`config.mk`:
```
export PLATFORM = sky130hd
export DESIGN_NAME = updown_seq_monitor
export DESIGN_NICKNAME = d
export VERILOG_FILES = /design/src/rtl/updown_seq_monitor.sv
export SDC_FILE = /design/constraint.sdc
export NUM_CORES = 1
export LEC_CHECK = 0
export CAP_MARGIN = 20
export CORE_MARGIN = 5
export CORE_UTILIZATION = 31
export DETAILED_ROUTE_END_ITERATION = 7
export DONT_BUFFER_PORTS = 1
export PLACE_DENSITY_LB_ADDON = 0.15
export SYNTH_ARGS = -nofsm -noshare
export SYNTH_HDL_FRONTEND = slang
export SYNTH_SLANG_ARGS = --single-unit
```
`constraint.sdc`:
```
create_clock -name clk -period 2.75 [get_ports clk]
set_input_delay 0.4125 -clock clk [delete_from_list [all_inputs] [get_ports clk]]
set_output_delay 0.4125 -clock clk [all_outputs]
set_load 0.05 [all_outputs]
```
`src/rtl/updown_seq_monitor.sv`:
```
// Receive-side checker for a triangle count stream 0..MAXV..0: it locks onto
// the direction, verifies every step, counts turnarounds and flags breaks.
module updown_seq_monitor #(
    parameter int WIDTH = 4,
    parameter int MAXV  = 2**WIDTH - 1,
    parameter int CNT_W = 8
) (
    input  logic             clk,
    input  logic             rst,
    input  logic             sample_en,
    input  logic [WIDTH-1:0] count_in,
    input  logic             clr_err,
    output logic             locked,
    output logic             dir_up,
    output logic             err,
    output logic [CNT_W-1:0] err_cnt,
    output logic [CNT_W-1:0] turn_cnt,
    output logic [WIDTH-1:0] expected
);

    localparam logic [WIDTH-1:0] MAX_L = WIDTH'(MAXV);
    localparam logic [WIDTH-1:0] ONE_L = WIDTH'(1);
    localparam logic [CNT_W-1:0] SAT_L = '1;

    typedef enum logic [1:0] {
        S_IDLE,
        S_ACQ,
        S_UP,
        S_DOWN
    } state_t;

    state_t           r_state;
    state_t           w_state_nxt;
    logic [WIDTH-1:0] r_prev;
    logic [WIDTH-1:0] w_prev_nxt;
    logic [WIDTH-1:0] w_prev_inc;
    logic [WIDTH-1:0] w_prev_dec;
    logic [WIDTH-1:0] w_expected;
    logic             w_mismatch;
    logic             w_turn;
    logic             r_err;
    logic [CNT_W-1:0] r_err_cnt;
    logic [CNT_W-1:0] r_turn_cnt;

    assign w_prev_inc = r_prev + ONE_L;
    assign w_prev_dec = r_prev - ONE_L;

    // Prediction is only meaningful while locked; the endpoint guards fold the
    // turnaround in so a wrapped value is never accepted as a valid step.
    always_comb begin
        w_expected = '0;
        case (r_state)
            S_UP:    w_expected = (r_prev == MAX_L) ? MAX_L - ONE_L : w_prev_inc;
            S_DOWN:  w_expected = (r_prev == '0)    ? ONE_L         : w_prev_dec;
            default: w_expected = '0;
        endcase
    end

    always_comb begin
        // NOTE: every signal gets a default before the case so no path can infer a latch.
        w_state_nxt = r_state;
        w_prev_nxt  = r_prev;
        w_mismatch  = 1'b0;
        w_turn      = 1'b0;
        if (sample_en) begin
            w_prev_nxt = count_in;
            case (r_state)
                S_IDLE: w_state_nxt = S_ACQ;
                S_ACQ: begin
                    if (r_prev < MAX_L && count_in == w_prev_inc) begin
                        w_state_nxt = S_UP;
                    end else if (r_prev != '0 && count_in == w_prev_dec) begin
                        w_state_nxt = S_DOWN;
                    end
                end
                S_UP: begin
                    if (count_in != w_expected) begin
                        w_mismatch  = 1'b1;
                        w_state_nxt = S_ACQ;
                    end else if (r_prev == MAX_L) begin
                        w_turn      = 1'b1;
                        w_state_nxt = S_DOWN;
                    end
                end
                S_DOWN: begin
                    if (count_in != w_expected) begin
                        w_mismatch  = 1'b1;
                        w_state_nxt = S_ACQ;
                    end else if (r_prev == '0) begin
                        w_turn      = 1'b1;
                        w_state_nxt = S_UP;
                    end
                end
                default: w_state_nxt = S_IDLE;
            endcase
        end
    end

    // NOTE: sequential state uses non-blocking assignments so all registers update from pre-edge values.
    always_ff @(posedge clk) begin
        if (rst) begin
            r_state    <= S_IDLE;
            r_prev     <= '0;
            r_err      <= 1'b0;
            r_err_cnt  <= '0;
            r_turn_cnt <= '0;
        end else begin
            r_state <= w_state_nxt;
            r_prev  <= w_prev_nxt;
            if (w_turn && r_turn_cnt != SAT_L) begin
                r_turn_cnt <= r_turn_cnt + CNT_W'(1);
            end
            // A mismatch on the same edge as clr_err survives the clear.
            if (w_mismatch) begin
                r_err <= 1'b1;
                if (clr_err) begin
                    r_err_cnt <= CNT_W'(1);
                end else if (r_err_cnt != SAT_L) begin
                    r_err_cnt <= r_err_cnt + CNT_W'(1);
                end
            end else if (clr_err) begin
                r_err     <= 1'b0;
                r_err_cnt <= '0;
            end
        end
    end

    assign locked   = (r_state == S_UP) || (r_state == S_DOWN);
    assign dir_up   = (r_state == S_UP);
    assign err      = r_err;
    assign err_cnt  = r_err_cnt;
    assign turn_cnt = r_turn_cnt;
    assign expected = w_expected;

endmodule

```
# Word level (Yosys, flattened, before mapping)
# Index checks and enable logic that the tools add are counted.
# word_totals
register_bits,23
output_inout_bits,23
wordCells,59
# classes
n_addsub,4
order_cmp,1
n_eq_ne,12
muxes,25
n_reduce_logical,12
# ops
op,count
two-way mux 8 bit,4
adder 8 x 1 -> 8 bit (second input constant),2
!= test 8 bit (second input constant),2
two-way mux 2 bit,6
two-way mux 1 bit,10
equality test 4 bit,2
two-way mux 4 bit,2
one-hot mux 2 bit (4 select lines),1
one-hot mux 4 bit (2 select lines),1
!= test 3 bit (second input constant),2
adder 4 x 1 -> 4 bit (second input constant),1
equality test 2 bit (second input constant),2
equality test 4 bit (second input constant),1
zero test 4 bit,1
less-than comparator 4 bit (second input constant),1
!= test 4 bit,1
AND reduction 4 bit,1
nonzero test 2 bit,2
nonzero test 4 bit,1
subtractor 4 x 1 -> 4 bit (second input constant),1
logical AND 1 bit,3
!= test 3 x 1 -> 1 bit (second input constant),1
equality test 2 x 1 -> 1 bit (second input constant),1
zero test 2 bit,1
other kinds (4),4

# Longest topological paths before layout
# logic_depth
depth_word,9
ltp_mapped,10
ltp_nobuf,9

# Worst setup path after synthesis
# Ideal clock, no wire load.
# synth_path
path_kind,register to register
startpoint,register r_prev[0]
endpoint,register r_turn_cnt[7] (netlist: turn_cnt[7])
setup_ns,0.071
t_arrival_ns,3.110
setup_slack_ns,-0.430
path_stages_with_launch,10
path_buffers,0
synth_period_minus_slack_ns,3.180
path_cell_list,dfxtp_1 inv_1 ha_1 nor3b_2 o22ai_1 xor2_1 a311oi_4 nand4_2 or4b_1 a21oi_1
# synth_via
elab_chain_len,8
word_cells_on_any_way,15
cone_classes,add/sub: 2; eq/ne: 2; mux: 9; reduce/logical: 2
# synth_rtl
item,line_no,text
start: declaration,34,logic [WIDTH-1:0] r_prev;
start signal: assignment,109,r_prev <= w_prev_nxt;
subtractor 4 x 1 -> 4 bit (tied with other cells),46,assign w_prev_dec = r_prev - ONE_L;
two-way mux 4 bit (on tied branches),"54, 53",
one-hot mux 4 bit (2 select lines) (*),52,case (r_state)
net expected[1],18,output logic [WIDTH-1:0] expected
!= test 4 bit (*),"77, 86",
two-way mux 1 bit (on tied branches),"86, 77",
one-hot mux 1 bit (2 select lines) (*),67,case (r_state)
two-way mux 1 bit (*),65,if (sample_en) begin
logical AND 1 bit (*),110,if (w_turn && r_turn_cnt != SAT_L) begin
end signal: assignment,111,r_turn_cnt <= r_turn_cnt + CNT_W'(1);
end: declaration,43,logic [CNT_W-1:0] r_turn_cnt;
# Mark *: on every way through the listed nets, which the timed path passes. The rest lies on a longest branch.
# A chain may end at the register's enable or synchronous reset.

# Worst setup path after layout
# layout_path
startpoint,register r_prev[0]
endpoint,register r_turn_cnt[7] (netlist: turn_cnt[7])
# layout_via
elab_chain_len,8
word_cells_on_any_way,15
cone_classes,add/sub: 2; eq/ne: 2; mux: 9; reduce/logical: 2
# layout_rtl
item,line_no
subtractor 4 x 1 -> 4 bit (tied with other cells),46
two-way mux 4 bit (on tied branches),"54, 53"
one-hot mux 4 bit (2 select lines),52
!= test 4 bit,"77, 86"
two-way mux 1 bit (on tied branches),"86, 77"
one-hot mux 1 bit (2 select lines) (*),67
two-way mux 1 bit (*),65
logical AND 1 bit (*),110
# Every way passes the cells marked *; elsewhere a longest branch is shown, timed or not.

==> qor.csv <==
stage,metric,value,unit
power_and_ir_drop,Leak,0.7339,nW
floorplan,die area,0.006525,mm2
min_path,worst hold endpoint,r_prev[0]$_SDFFE_PP0P_,
worst_setup_path,CP Cell Sequence,"inv_1, ha_1, nor3b_4, a32o_2, xor2_1, a311oi_4, nand4_2, or4b_1, a21oi_1",
route,DRT Wirelength,4105,um
timing,Hold WS,0.1997,ns
place,Placement Setup Slack,0.06881,ns
power_and_ir_drop,Final Total Pwr,0.7300,mW
route,Routed Antenna Nets,0,
worst_setup_path,Critical R2R Launch,r_prev[0]$_SDFFE_PP0P_,
finish,Fillers,467,
timing,endpoints failing hold,0,
logic_synthesis,ys flop type,dfxtp_1,
worst_setup_path,Crit. End Element,register,
worst_setup_path,kind of critical path,reg -> reg,
finish,layout cells sized above 1,25.50,%
clock_network,clk_lat worst skew,0.27,ns
worst_setup_path,CP max-delay cell,or4b_1,
clock_network,CTS tree,yes,
power_and_ir_drop,Comb pwr share,21.3,%
place,Placed Area,0.001778,mm2
route,Vias,1473,
clock_network,Longest Clk Path Bufs,2,
timing,"Period Utilization, post-route",95.12,%
min_path,hold path start,rst,
logic_synthesis,number of synthesized register bits,23,
place,IO Port Bufs,0,
timing,Final setup viols,0,
logic_synthesis,Synth top area share,29.65,%
logic_synthesis,synth cell count leaders,"23 x dfxtp_1, 15 x nor2_1, 13 x a21oi_1",
place,GP Congestion,0.8521,
finish,Antenna Cells,0,
power_and_ir_drop,sw frac,30.37,%
finish,final instance area,0.001854,mm2
logic_synthesis,Yosys Warn Count,0,
logic_synthesis,synthesized area,0.001553,mm2
timing,Least-Margin Pin Slew,0.6222,ns
logic_synthesis,Post-synth EDFFs,0,
power_and_ir_drop,clock power share,30.1,%
timing,Clock Skews,0.002363,ns
worst_setup_path,Worst EP arrival,2.82,ns
place,Placed Instances,262,
worst_setup_path,CP required,2.95,ns
clock_network,"Clk pin slew, worst setup/hold paths",0.09,ns
floorplan,I/O pin count,31,
power_and_ir_drop,Net Sw Power,0.2217,mW
global_routing,first-pass GRT wire length,6872,um
timing,worst setup margin,0.1342,ns
floorplan,Die Y,80.78,um
finish,Post-Route Utilization,38.75,%
finish,Area growth syn-to-layout,19.42,%
worst_setup_path,Max Fanout on Critical Path,5,
power_and_ir_drop,Power Dens Cells,393.7,mW/mm2
worst_setup_path,CP max stage delay,0.53,ns
run_status,outcome,finished clean,
min_path,Hold Path Depth,1,
route,Vias/cell,5.517,
global_routing,gr usage total,13.18,%
logic_synthesis,ys async rst share,0,%
logic_synthesis,Cell variety after synth,57,
logic_synthesis,sequential fraction of the synthesis area,29.65,%
route,DRC violations left,0,
power_and_ir_drop,Pint,0.5083,mW
global_routing,largest net degree at the start of global routing,23,
place,detailed placement HPWL,3126,um
power_and_ir_drop,maximum VDD drop,0.0001697,V
floorplan,cell row count,25,
worst_setup_path,R2R Path End,turn_cnt[7]$_SDFFE_PP0P_,
logic_synthesis,Synth area leaders,"dfxtp_1 30%, a21oi_1 4.2%, ha_1 4.0%",
worst_setup_path,R2R depth,9,
timing,max frequency,382.3,MHz
clock_network,number of hold buffers added after CTS,0,
finish,area of the multi-input gates,0.001044,mm2
worst_setup_path,CP Launch Type,register,
worst_setup_path,Reg2Reg Setup Slack,0.13,ns
logic_synthesis,"area leader, netlist",dfxtp_1,
clock_network,cts bufs inserted,3,
global_routing,initial antenna violation count,0,
timing,crit path time final,2.616,ns
run,max cap viols,0,
logic_synthesis,Synth Instances,183,
clock_network,root buffer cell,clkbuf_8,
logic_synthesis,syn_nets,196,
finish,final net count,214,
clock_network,# H-tree levels,1,
floorplan,Starting Density,32.44,%
timing,post-route setup TNS,0,ns
route,drt pass-1 iters,4,
finish,FF/Latch Area,466.7,um2
floorplan,Die X,80.78,um
min_path,Worst Hold Class,in -> reg,
logic_synthesis,most numerous cell in the Yosys netlist,dfxtp_1,
global_routing,vias in the first global route,1424,
floorplan,CORE AREA,0.004786,mm2
logic_synthesis,synthesized area per cell,8.485,um2
timing,Worst slew margin,58.46,%
route,Starting DRT DRC Count,128,
finish,Final Non-Filler Cells,267,
clock_network,total clock sinks,23,
timing,pins over their slew limit,0,
global_routing,GR Overflow Total,0,
route,Wirelength per Cell,15.37,um
power_and_ir_drop,Reg power frac,48.6,%
## power by group through the flow
stage          logic (mW)  clock network, mW  registers [mW]
2_1_floorplan       0.123                  0           0.358
3_5_place_dp        0.149                  0           0.362
4_1_cts             0.150              0.229           0.354
3_3_place_gp        0.150                  0           0.362
6_report            0.155              0.220           0.355
5_1_grt             0.168              0.241           0.357
## flip-flops by register name (all words and copies together), names as in the netlist
register,cells
err,1
err_cnt,8
r_prev,4
r_state,2
turn_cnt,8
## critical path: cells and delay by family, from the launching register on
kind	cells	cell delay, ns
and+or+nand+nor	3	0.89
adders and majority gates	1	0.24
DFF	1	0.38
AOI/OAI and AO/OA	3	0.81
buffers and inverters	1	0.06
xor gates and xnor gates	1	0.17
## cells by family after synthesis
logic type | Yosys count | synth area share [%]
AND/OR/NAND/NOR | 72 | 27.64
AO/OA/AOI/OAI | 45 | 21.19
flip-flops | 23 | 29.65
buffers and inverters | 19 | 5.560
XOR/XNOR | 12 | 7.252
multiplexers | 7 | 4.674
adder cells (fa/ha/maj) | 5 | 4.029
## layer usage
| layer | vias to the layer above | wire [um] | GRT usage, % |
|---|---|---|---|
| li1 | 714 | - | - |
| met5 | - | 0 | 0 |
| met3 | 6 | 168 | 2.882 |
| met1 | 722 | 1890 | 16.95 |
| met2 | 31 | 2001 | 21.85 |
| met4 | 0 | 44 | 4.392 |
## worst max-delay path by stage
stage          cells after the start                        to  slack, ns              startpoint
6_report                           9  turn_cnt[7]$_SDFFE_PP0P_       0.13  r_prev[0]$_SDFFE_PP0P_
5_1_grt                            9  turn_cnt[7]$_SDFFE_PP0P_     -0.004  r_prev[1]$_SDFFE_PP0P_
4_1_cts                            9  turn_cnt[2]$_SDFFE_PP0P_       0.04  r_prev[0]$_SDFFE_PP0P_
3_5_place_dp                       9  turn_cnt[7]$_SDFFE_PP0P_       0.07  r_prev[0]$_SDFFE_PP0P_
3_3_place_gp                       9  turn_cnt[7]$_SDFFE_PP0P_       0.11  r_prev[0]$_SDFFE_PP0P_
2_1_floorplan                      9  turn_cnt[7]$_SDFFE_PP0P_       0.02  r_prev[0]$_SDFFE_PP0P_
## placed cells by master (no fill, tap or decap), types with 3 or more instances in the layout
master,n
inv_1,7
nand3_1,8
xnor2_1,4
nor2_1,15
o31ai_1,4
clkbuf_8,3
mux2i_1,5
nor2b_1,3
nor3_1,5
nand2b_1,4
a21oi_1,12
xor2_1,7
dfxtp_1,20
and3_1,7
a31oi_1,4
ha_1,4
nand2_1,7
buf_4,25
o21ai_0,6
and4b_1,3
## what timing repair did
| action | in CTS | in global routing |
|---|---|---|
| setup endpoints to repair | 0 | 12 |
| setup buffers | 0 | 1 |
| gates resized for setup | 0 | 9 |
## final cells by class
| class | count | area share (%) |
|---|---|---|
| Clock buffer | 3 | 2.227 |
| Sequential cell | 23 | 25.17 |
| Multi-Input combinational cell | 141 | 56.28 |
| Tap cell | 67 | 4.521 |
| Timing Repair Buffer | 25 | 10.12 |
| Clock inverter | 1 | 0.2699 |
| Inverter | 7 | 1.417 |
No activity file was read; power rests on OpenSTA's default activity.
